==> config.mk <==
export PLATFORM = sky130hd
export DESIGN_NAME = fifo_frame_reader
export DESIGN_NICKNAME = d
export VERILOG_FILES = /design/src/rtl/fifo_frame_reader.sv
export SDC_FILE = /design/constraint.sdc
export NUM_CORES = 1
export LEC_CHECK = 0
export BUFFER_PORTS_ARGS = -buffer_cell sky130_fd_sc_hd__buf_2
export CAP_MARGIN = 10
export CORE_MARGIN = 2
export CORE_UTILIZATION = 63
export DETAILED_ROUTE_END_ITERATION = 16
export PLACE_DENSITY = 0.94
export SLEW_MARGIN = 0
export SYNTH_ARGS = -nofsm -noshare
export SYNTH_HDL_FRONTEND = slang
export SYNTH_SLANG_ARGS = --single-unit
export TNS_END_PERCENT = 20
==> constraint.sdc <==
create_clock -name rdclk -period 5.1 [get_ports rdclk]
set_input_delay 1.02 -clock rdclk [delete_from_list [all_inputs] [get_ports rdclk]]
set_output_delay 1.02 -clock rdclk [all_outputs]
set_load 0.01 [all_outputs]
==> src/rtl/fifo_frame_reader.sv <==
// Read-side frame parser for the dual-clock FIFO.
// Prefetches words into a small buffer and strips length headers.
module fifo_frame_reader #(
    parameter int BUF_DEPTH = 4,
    parameter int MAX_LEN   = 1024
) (
    input  logic        rdclk,
    input  logic        aclr,
    input  logic [15:0] fifo_q,
    input  logic        fifo_rdempty,
    output logic        fifo_rdreq,
    output logic [15:0] out_data,
    output logic        out_valid,
    input  logic        out_ready,
    output logic        out_sop,
    output logic        out_eop,
    output logic        hdr_err,
    output logic [15:0] frame_count
);

    localparam int AW = $clog2(BUF_DEPTH);
    localparam int CW = AW + 1;

    typedef enum logic {HDR, PAY} state_t;

    state_t        state;
    state_t        state_nx;
    logic [15:0]   mem [BUF_DEPTH];
    logic [AW-1:0] wptr;
    logic [AW-1:0] rptr;
    logic [CW-1:0] count;
    logic          rd_pend;
    logic [15:0]   remaining;
    logic [15:0]   hlen;
    logic [15:0]   head;
    logic          buf_ne;
    logic          hdr_bad;
    logic          hdr_pop;
    logic          push;
    logic          pop;
    logic          beat;
    logic          eop_beat;

    assign head    = mem[rptr];
    assign buf_ne  = (count != '0);
    assign hdr_bad = (head == 16'd0) || (head > 16'(MAX_LEN));
    assign push    = rd_pend;

    // Counts the word already in flight so the buffer can never overflow.
    assign fifo_rdreq = !aclr && !fifo_rdempty &&
                        ((count + CW'(rd_pend)) < CW'(BUF_DEPTH));

    always_ff @(posedge rdclk or posedge aclr) begin
        if (aclr) state <= HDR;
        else      state <= state_nx;
    end

    always_comb begin
        state_nx = state;
        unique case (state)
            HDR: if (buf_ne && !hdr_bad) state_nx = PAY;
            PAY: if (eop_beat)           state_nx = HDR;
        endcase
    end

    always_comb begin
        out_valid = 1'b0;
        out_data  = '0;
        out_sop   = 1'b0;
        out_eop   = 1'b0;
        hdr_pop   = 1'b0;
        unique case (state)
            HDR: hdr_pop = buf_ne;
            PAY: begin
                out_valid = buf_ne;
                out_data  = head;
                out_sop   = buf_ne && (remaining == hlen);
                out_eop   = buf_ne && (remaining == 16'd1);
            end
        endcase
    end

    assign beat     = out_valid && out_ready;
    assign eop_beat = beat && out_eop;
    assign pop      = hdr_pop || beat;

    always_ff @(posedge rdclk) begin
        if (push) mem[wptr] <= fifo_q;
    end

    always_ff @(posedge rdclk or posedge aclr) begin
        if (aclr) begin
            wptr        <= '0;
            rptr        <= '0;
            count       <= '0;
            rd_pend     <= 1'b0;
            remaining   <= '0;
            hlen        <= '0;
            hdr_err     <= 1'b0;
            frame_count <= '0;
        end else begin
            rd_pend <= fifo_rdreq;
            hdr_err <= hdr_pop && hdr_bad;
            if (push) wptr <= wptr + 1'b1;
            if (pop)  rptr <= rptr + 1'b1;
            case ({push, pop})
                2'b10:   count <= count + 1'b1;
                2'b01:   count <= count - 1'b1;
                default: ;
            endcase
            if (hdr_pop && !hdr_bad) begin
                remaining <= head;
                hlen      <= head;
            end else if (beat) begin
                remaining <= remaining - 1'b1;
            end
            if (eop_beat) frame_count <= frame_count + 1'b1;
        end
    end

endmodule

# Word level (Yosys, flattened, before mapping)
# Memory sizes are Yosys's and may differ from the RTL's.
# Index checks and enable logic that the tools add are counted.
[word_totals]
ramBits = 64
n_memories = 1
input_bits = 20
latch_bits = 0
rom_bits = 0
regBits = 58
output_inout_bits = 37
wordCells = 55
[memory_table]
columns = ["name", "depth", "word_bits", "rd", "rd_clocked_by_memory_dff", "write_ports", "line_no", "text"]
rows = [
  ["mem", 4, 16, 1, 0, 1, "28", "logic [15:0] mem [BUF_DEPTH];"],
]
[op_classes]
add_sub_neg = 7
n_reduce_logical = 18
magnitude_cmp = 2
bitwise = 1
shifts = 0
eq_ne = 4
mux = 13
n_div = 0
multipliers = 0
[op_table]
columns = ["operator", "n"]
rows = [
  ["16-bit 2-to-1 mux", 3],
  ["16-bit by 1-bit adder with 16-bit output (second input constant)", 1],
  ["16-bit by 1-bit == test with 1-bit output (second input constant)", 1],
  ["16-bit == test", 1],
  ["16-bit by 11-bit greater-than comparator with 1-bit output (second input constant)", 1],
  ["16-bit logical NOT", 1],
  ["16-bit by 1-bit subtractor with 16-bit output (second input constant)", 1],
  ["1-bit logical AND", 9],
  ["1-bit 2-to-1 mux", 8],
  ["3-bit case mux with 2 select lines", 1],
  ["2-bit by 1-bit adder with 2-bit output (second input constant)", 2],
  ["2-bit nonzero test", 2],
  ["3-bit by 1-bit adder with 3-bit output", 1],
  ["3-bit by 1-bit adder with 3-bit output (second input constant)", 1],
  ["1-bit logical NOT", 3],
  ["3-bit less-than comparator (second input constant)", 1],
  ["3-bit nonzero test", 1],
  ["3-bit by 1-bit subtractor with 3-bit output (second input constant)", 1],
  ["2-bit by 1-bit == test with 1-bit output (second input constant)", 1],
  ["2-bit == test (second input constant)", 1],
  ["1-bit logical OR", 2],
  ["1-bit case mux with 2 select lines", 1],
  ["1-bit inverter", 1],
]

# Logic depth before layout (Yosys ltp)
# Gate-level depths: netlist of the first run.
# An unclocked memory read counts as a cell.
[depth]
word_depth = 7
mapped_depth = 9
mapped_depth_nobuf = 9

# Least setup slack after synthesis of the first run
# Ideal clock, no wire load.
[synth_timing]
kind = "register -> output"
start = "reg remaining[6]"
end = "out out_eop"
path_slack_ps = 2414
arrival_time_ps = 1666
path_stages_with_launch = 4
t_required_ps = 4080
path_buffers = 0
path_cell_list = "dfrtp_1 > or3_1 > or4_4 > nor3_1"
[synth_between]
elab_chain_len = 3
[synth_lines]
columns = ["item", "line_no", "text"]
rows = [
  ["from (decl)", "33", "logic [15:0] remaining;"],
  ["from (signal assigned)", "115", "remaining <= remaining - 1'b1;"],
  ["16-bit by 1-bit == test with 1-bit output", "78", "out_eop = buf_ne && (remaining == 16'd1);"],
  ["1-bit logical AND", "78", ""],
  ["1-bit 2-to-1 mux", "72", "unique case (state)"],
  ["to (decl)", "16", "output logic out_eop,"],
]
# No other way between the ends.

# Worst setup path after layout of the first run
[layout_timing]
start = "reg rptr[0]"
end = "reg hlen[6]"
[layout_between]
elab_chain_len = 5
elab_cells_between_ends = 6
cone_classes = "1 x order compare; 4 x reduce/logical; 1 x memory"
[layout_lines]
columns = ["item", "line_no", "text"]
rows = [
  ["from (decl)", "30", "logic [AW-1:0] rptr;"],
  ["from (signal assigned)", "105", "if (pop) rptr <= rptr + 1'b1;"],
  ["memory read 4 x 16 bit (*)", "n/a", ""],
  ["16-bit by 11-bit greater-than comparator with 1-bit output / 16-bit logical NOT (equally long branches)", "46", "assign hdr_bad = (head == 16'd0) || (head > 16'(MAX_LEN));"],
  ["1-bit logical OR", "46", ""],
  ["1-bit logical NOT", "111", "if (hdr_pop && !hdr_bad) begin"],
  ["1-bit logical AND", "111", ""],
  ["to (signal assigned)", "98", "hlen <= '0;"],
  ["to (signal assigned)", "113", "hlen <= head;"],
  ["to (decl)", "34", "logic [15:0] hlen;"],
]
# Mark *: on every way between the ends. The rest lies on a longest branch, timed or not.
# A chain may end at the register's enable or synchronous reset.

==> run metrics, run 1 <==
outcome finished, final reports clean; Leak 2.60 nW; Die ar. 9380 um2; clk sinks 122; Initial Utilization 0.654; Worst-path clk slew 60 ps; Syn Nets 403; vias in the first global route 3,450; number of routed nets with antenna violations 0; Num CTS Buffers 17; Max stage delay on crit path 1040 ps; Skew-Pair Late Insertion Delay 520 ps; Mean Syn Cell Area 14.5 um2; DRT iter0 DRCs 269; CP Capture Type register; Synth Register Bits 122; row count 33; Slew @ Worst Pin 1160 ps; PwrDens 565 nW/um2; drt first pass iters 6; IO Pins 57; routing usage on met1 0.310; Yosys warning count 0; Hold-fix buffers, CTS 0; Logic pwr share 0.270; crit path max fanout 18; slowest cell on the critical path dfrtp_1; All-Layer GR Usage 0.249; largest family of logic cells by synthesized area simple AND/OR/NAND/NOR gates; met2 Use GR 0.410; Worst setup SP type register; Pwr Total 0.00358 W; vias per inst 5.94; post-synthesis compound-gate area fraction 0.0184; Post-layout nets 468; final WL 11,100 um; post-synthesis xor/xnor area fraction 0.0855; Worst Hold Class reg -> reg; root buf cell clkbuf_8; Post-Syn Instances 374; Area after DPL 5780 um2; Die X 96.8 um; cts repair resizes 0; Hold Vio Cnt, Final 0; commonest cells after routing, fill and taps aside edfxtp_1, dfrtp_1, buf_2, xnor2_1, xor2_1; post-synthesis cell type count 43; met3 Track Usage GR 0.0723; input/output buffers 56; CP Data Arrival Time 4300 ps; Setup Crit Path Kind reg -> reg; largest net degree at the start of global routing 59; Setup violations, final 0; P_sw 0.00119 W; clock network fraction of total power 0.318; Overflow after GRT 0; core footprint 8300 um2; first-pass GRT wire length 17,700 um; Seq pwr share 0.412; initial antenna violation count 0; Worst EP required 5500 ps; n_diodes 0; H-tree levels 4; Final Skew 8.95 ps; CTS tree done; Int Pwr 0.00240 W; busiest grt layer met2; GPL Wtd Cong 0.958; Cell Area, Synth 5430 um2; commonest non-fill, non-tap cell in the layout edfxtp_1; switching share of power 0.331; max-slew violation count 0; post-synthesis sequential area ratio 0.621; final core occ 0.765; fin area 6340 um2; Primary FF master, synth edfxtp_1; Period minus WS final 3900 ps; multiplexer area fraction after synthesis 0.106; Top delay family on crit path multiplexers; clk buf depth 2; Post-CTS Setup Bufs 0; EDFF count, synth 64; Fin Setup TNS 0 ps; vias 3,307; Synth async-reset ratio 0.475; Final period util 0.765; worst ir drop on vdd 0.469 mV; wire length per cell 19.9 um; simple-gate area share of the yosys netlist 0.119; RSZ-0062 raised after global routing no; Layout area overhead 16.8%; drc violations 0; CP Cell Sequence mux4_2 > nor4_2 > nand3_1 > mux2i_2 > mux2_2; layout cell share with drive strength beyond 1 0.299; chip height 96.8 um; Buf/Inv on CP 0; relative slew slack 0.212; DP HPWL 6940 um; max_cap viols 0; Post-Synth Adder-Cell Area 0.0221; fmax 256 MHz
## power groups by stage
stage	Clock (W)	Combinational, W	Sequential, W
6_report	0.00114	0.000967	0.00148
5_1_grt	0.00119	0.00105	0.00150
3_5_place_dp	0	0.000940	0.00148
3_3_place_gp	0	0.000897	0.00147
4_1_cts	0.00115	0.000966	0.00148
2_1_floorplan	0	0.000786	0.00136
## stage by stage
step	hold slack, ps	cells	setup slack [ps]
3_3_place_gp	452	525	1380
4_1_cts	469	557	1170
3_5_place_dp	461	525	1220
5_1_grt	488	557	819
6_report	467	557	1200
2_1_floorplan	484	374	2410
## worst paths after layout
check,slack (ps),cells after the start,to,start
max in group asynchronous,3900,3,hlen[5],aclr
worst max-delay path,1200,5,hlen[6],rptr[0]
worst max register to register,1200,5,hlen[6],rptr[0]
worst min-delay path,470,1,frame_count[15],frame_count[15]
worst min register to register,470,1,frame_count[15],frame_count[15]
min in group asynchronous,720,3,wptr[0],aclr
## cell type report
type	count	area (um2)
sequential	122	3370
timing repair buffer	59	303
clock buffer	18	418
tap	105	131
fill	459	1950
inverter	17	63.8
multi-input combinational	222	1910
clock inverter	14	148
## sequential cells by signal, indices dropped and copies added (netlist names)
name / cells
wptr: 2
hlen: 16
rptr: 2
hdr_err: 1
remaining: 16
count: 3
push: 1
frame_count: 16
state: 1
mem: 64
## logic make-up (layout without fill, tap and decap cells)
group | after synthesis | after routing
flip-flops | 122 | 122
AND/OR/NAND/NOR | 110 | 110
XOR/XNOR | 53 | 53
multiplexers | 35 | 35
buffers and inverters | 30 | 108
AO/OA/AOI/OAI | 15 | 15
adder cells (fa/ha/maj) | 9 | 9
## routing by layer
metal  wire length, um  vias to the layer above
li1                  -                     1473
met1              4400                     1651
met2              5630                      157
met3               760                       26
met4               293                        0
met5                 0                        -
## cell usage after synthesis (6+ instances only)
| library cell | number | area (um2) |
|---|---|---|
| nand4_1 | 6 | 37.5 |
| xor2_1 | 22 | 193 |
| nor3_1 | 14 | 70.1 |
| inv_1 | 17 | 63.8 |
| edfxtp_1 | 64 | 1920 |
| nor2_1 | 15 | 56.3 |
| xnor2_1 | 31 | 272 |
| mux2_2 | 17 | 191 |
| nand2_1 | 13 | 48.8 |
| nor2b_1 | 6 | 37.5 |
| dfrtp_1 | 58 | 1450 |
| nor4_1 | 7 | 43.8 |
| mux4_2 | 16 | 360 |
| and2_1 | 20 | 125 |
| nand3_1 | 10 | 50.1 |
| ha_1 | 8 | 100 |
Note: power is estimated with default switching activity, not from simulation.
==> inputs of run 2 (changes only) <==
--- a/config.mk
+++ b/config.mk
@@ -5,12 +5,13 @@
 export SDC_FILE = /design/constraint.sdc
 export NUM_CORES = 1
 export LEC_CHECK = 0
+export ABC_AREA = 1
 export BUFFER_PORTS_ARGS = -buffer_cell sky130_fd_sc_hd__buf_2
 export CAP_MARGIN = 10
 export CORE_MARGIN = 2
-export CORE_UTILIZATION = 63
+export CORE_UTILIZATION = 59
 export DETAILED_ROUTE_END_ITERATION = 16
-export PLACE_DENSITY = 0.94
+export PLACE_DENSITY = 0.88
 export SLEW_MARGIN = 0
 export SYNTH_ARGS = -nofsm -noshare
 export SYNTH_HDL_FRONTEND = slang
==> constraint.sdc (replaced) <==
create_clock -name rdclk -period 3.6 [get_ports rdclk]
set_input_delay 0.72 -clock rdclk [delete_from_list [all_inputs] [get_ports rdclk]]
set_output_delay 0.72 -clock rdclk [all_outputs]
set_load 0.01 [all_outputs]
==> run 2 against run 1 <==
  * Register-to-register slack worse by 400 ps
  * Core utilization down 6.4 points
  * Synthesized cell count up 72%
  * Critical endpoint is now out_data[3]
  * Highest routed layer unchanged
  * Clock skew about the same
  * Flip-flop and latch count unchanged
==> run metrics, run 2 <==
Synth Register Bits 122 (unchanged); Worst Hold Class in -> reg; IO Pins 57 (unchanged); commonest non-fill, non-tap cell in the layout nand2_1; final setup margin 658 ps (-542 ps); Primary FF master, synth edfxtp_1; Cell Area, Synth 5930 um2 (+9.2%); max-slew violation count 0 (unchanged); Hold-fix buffers, CTS 0 (unchanged); post-synthesis cell type count 37 (-14%); relative slew slack 0.485 (+0.273); Worst-path clk slew 60 ps (about the same); drc violations 0 (unchanged); cts repair resizes 0 (unchanged); Synth async-reset ratio 0.475 (unchanged); Die X 104 um (+7.7%); worst ir drop on vdd 0.789 mV (+68%); Setup violations, final 0 (unchanged); CP Capture Type primary output; Hold Vio Cnt, Final 0 (unchanged); vias per inst 5.44 (-8.3%); layout cell share with drive strength beyond 1 0.172 (-0.127); Layout area overhead 15.5%; max_cap viols 0 (unchanged); GPL Wtd Cong 0.904 (-5.6%); Yosys warning count 0 (unchanged); Num CTS Buffers 17 (unchanged); r2r startpoint rptr[1]; post-synth top area share 0.324 (-0.0299); input/output buffers 56 (unchanged); Final Skew 8.87 ps (-0.0824 ps); CTS tree done; largest net degree at the start of global routing 59 (unchanged); Finished Layout Cells 850 (+53%); clk sinks 122 (unchanged); top cells by count, synth nand2_1, edfxtp_1, inv_1; row count 36 (+9.1%); CP Capture Point out_data[3]; Reg2Reg Depth 11 (+6); Post-Syn Instances 645 (+72%); Overflow after GRT 0 (unchanged); Worst EP required 2880 ps (-2620 ps); clk buf depth 2 (unchanged); crit path max fanout 19 (+1); Syn Nets 674 (+67%); Post-layout nets 733 (+57%); drt first pass iters 5 (-1); n_diodes 0 (unchanged); initial antenna violation count 0 (unchanged); Slew @ Worst Pin 771 ps (-388 ps); Leak 3.27 nW (+26%); Mean Syn Cell Area 9.20 um2 (-37%); commonest cells after routing, fill and taps aside nand2_1, edfxtp_1, inv_1, dfrtp_1, buf_2; Worst Setup SP rptr[1]; RSZ-0062 raised after global routing no; Critical R2R Capture hlen[3]; fmax 340 MHz; Period minus WS final 2940 ps; core footprint 9770 um2 (+18%); final WL 13,100 um (+19%); max reg flops 64 (unchanged); Synth area leader edfxtp_1; root buf cell clkbuf_8; DRT iter0 DRCs 386 (+43%); Initial Utilization 0.607 (-0.0474); Final period util 0.817; PwrDens 698 nW/um2 (+24%); worst slack, placed 936 ps (-288 ps); filler cell count 685 (+49%); Die ar. 10,900 um2 (+16%); most common cell in the synthesized netlist nand2_1; outcome finished, final reports clean; vias 4,626 (+40%); Reg2Reg Setup Slack 800 ps (-400 ps); post-synthesis sequential area ratio 0.569 (-0.0525); Fin Setup TNS 0 ps (unchanged); CP Data Arrival Time 2220 ps (-2080 ps); placed cells 818 (+56%); DP HPWL 8340 um (+20%); All-Layer GR Usage 0.255 (+0.00631); chip height 104 um (+7.7%); Top reg by flops mem; Area contributors post-synth edfxtp_1, dfrtp_1, nand2_1, nand3_1, inv_1; Setup Crit Path Kind reg -> out; vias in the first global route 4,568 (+32%); Worst setup SP type register; EDFF count, synth 64 (unchanged); Post-CTS Setup Bufs 0 (unchanged); Skew-Pair Late Insertion Delay 530 ps (about the same); wire length per cell 15.5 um (-22%); first-pass GRT wire length 21,700 um (+22%); number of routed nets with antenna violations 0 (unchanged); H-tree levels 4 (unchanged)
-- run 2: changes by cell type in the layout (fill, tap and decap cells not counted), sizes merged, moves of 20 or more --
cell	delta
xnor2	-22
nand2	+209
nand3	+46
inv	+63
and2	-20
nor2	+28
-- run 2: per-layer routing --
layer | wire [um] | GRT usage | vias up
li1 | - | - | 2202
met1 | 5230 | 0.316 | 2186
met3 | 995 | 0.0614 | 30
met4 | 283 | 0.111 | 0
met5 | 0 | 0 | -
met2 | 6630 | 0.429 | 208
-- run 2: critical path, stage by stage, from the launching register on --
cell and delay, ps:
dfrtp_1 840, inv_4 220, nand3_1 140, nand2_1 100
nor2_1 200, buf_2 190
-- run 2: worst min-delay path by stage --
stage                      start  endpoint  slack [ps]  depth (start not counted)
finish              fifo_rdempty      push         370                          2
global route        fifo_rdempty      push         370                          2
CTS                 fifo_rdempty      push         360                          2
detailed placement       hlen[0]   hlen[0]         480                          2
global placement         hlen[0]   hlen[0]         470                          2
floorplan                hlen[0]   hlen[0]         460                          2
-- run 2: layout make-up --
type / count / area, um2 / area share
inverters: 76 / 290 / 0.0424
well taps: 133 / 166 / 0.0243
multi-input cells: 427 / 2120 / 0.309
repair buffers: 60 / 310 / 0.0453
clock buffers: 17 / 414 / 0.0605
clock inverters: 15 / 176 / 0.0258
flip-flops and latches: 122 / 3370 / 0.493
-- run 2: through the flow --
step | area, um2 | util | hold WS (ps) | power (W)
2_1_floorplan | 5930 | - | 456 | 0.00273
3_3_place_gp | 6260 | 0.640 | 472 | 0.00301
3_5_place_dp | 6260 | 0.640 | 481 | 0.00308
4_1_cts | 6850 | 0.701 | 357 | 0.00478
5_1_grt | 6850 | 0.701 | 368 | 0.00504
6_report | 6850 | 0.701 | 368 | 0.00478
-- run 2: cells by family after synthesis --
family	Yosys count	share of synthesized area
AOI/OAI and AO/OA	27	0.0276
xor gates and xnor gates	33	0.0487
adders and majority gates	9	0.0202
buffers and inverters	96	0.0742
DFF	122	0.569
muxes	1	0.00190
and+or+nand+nor	357	0.259
-- run 2: power breakdown --
part           switching (W)  internal [W]
Sequential          0.000123       0.00161
Clock               0.000671       0.00101
Combinational       0.000941      0.000425
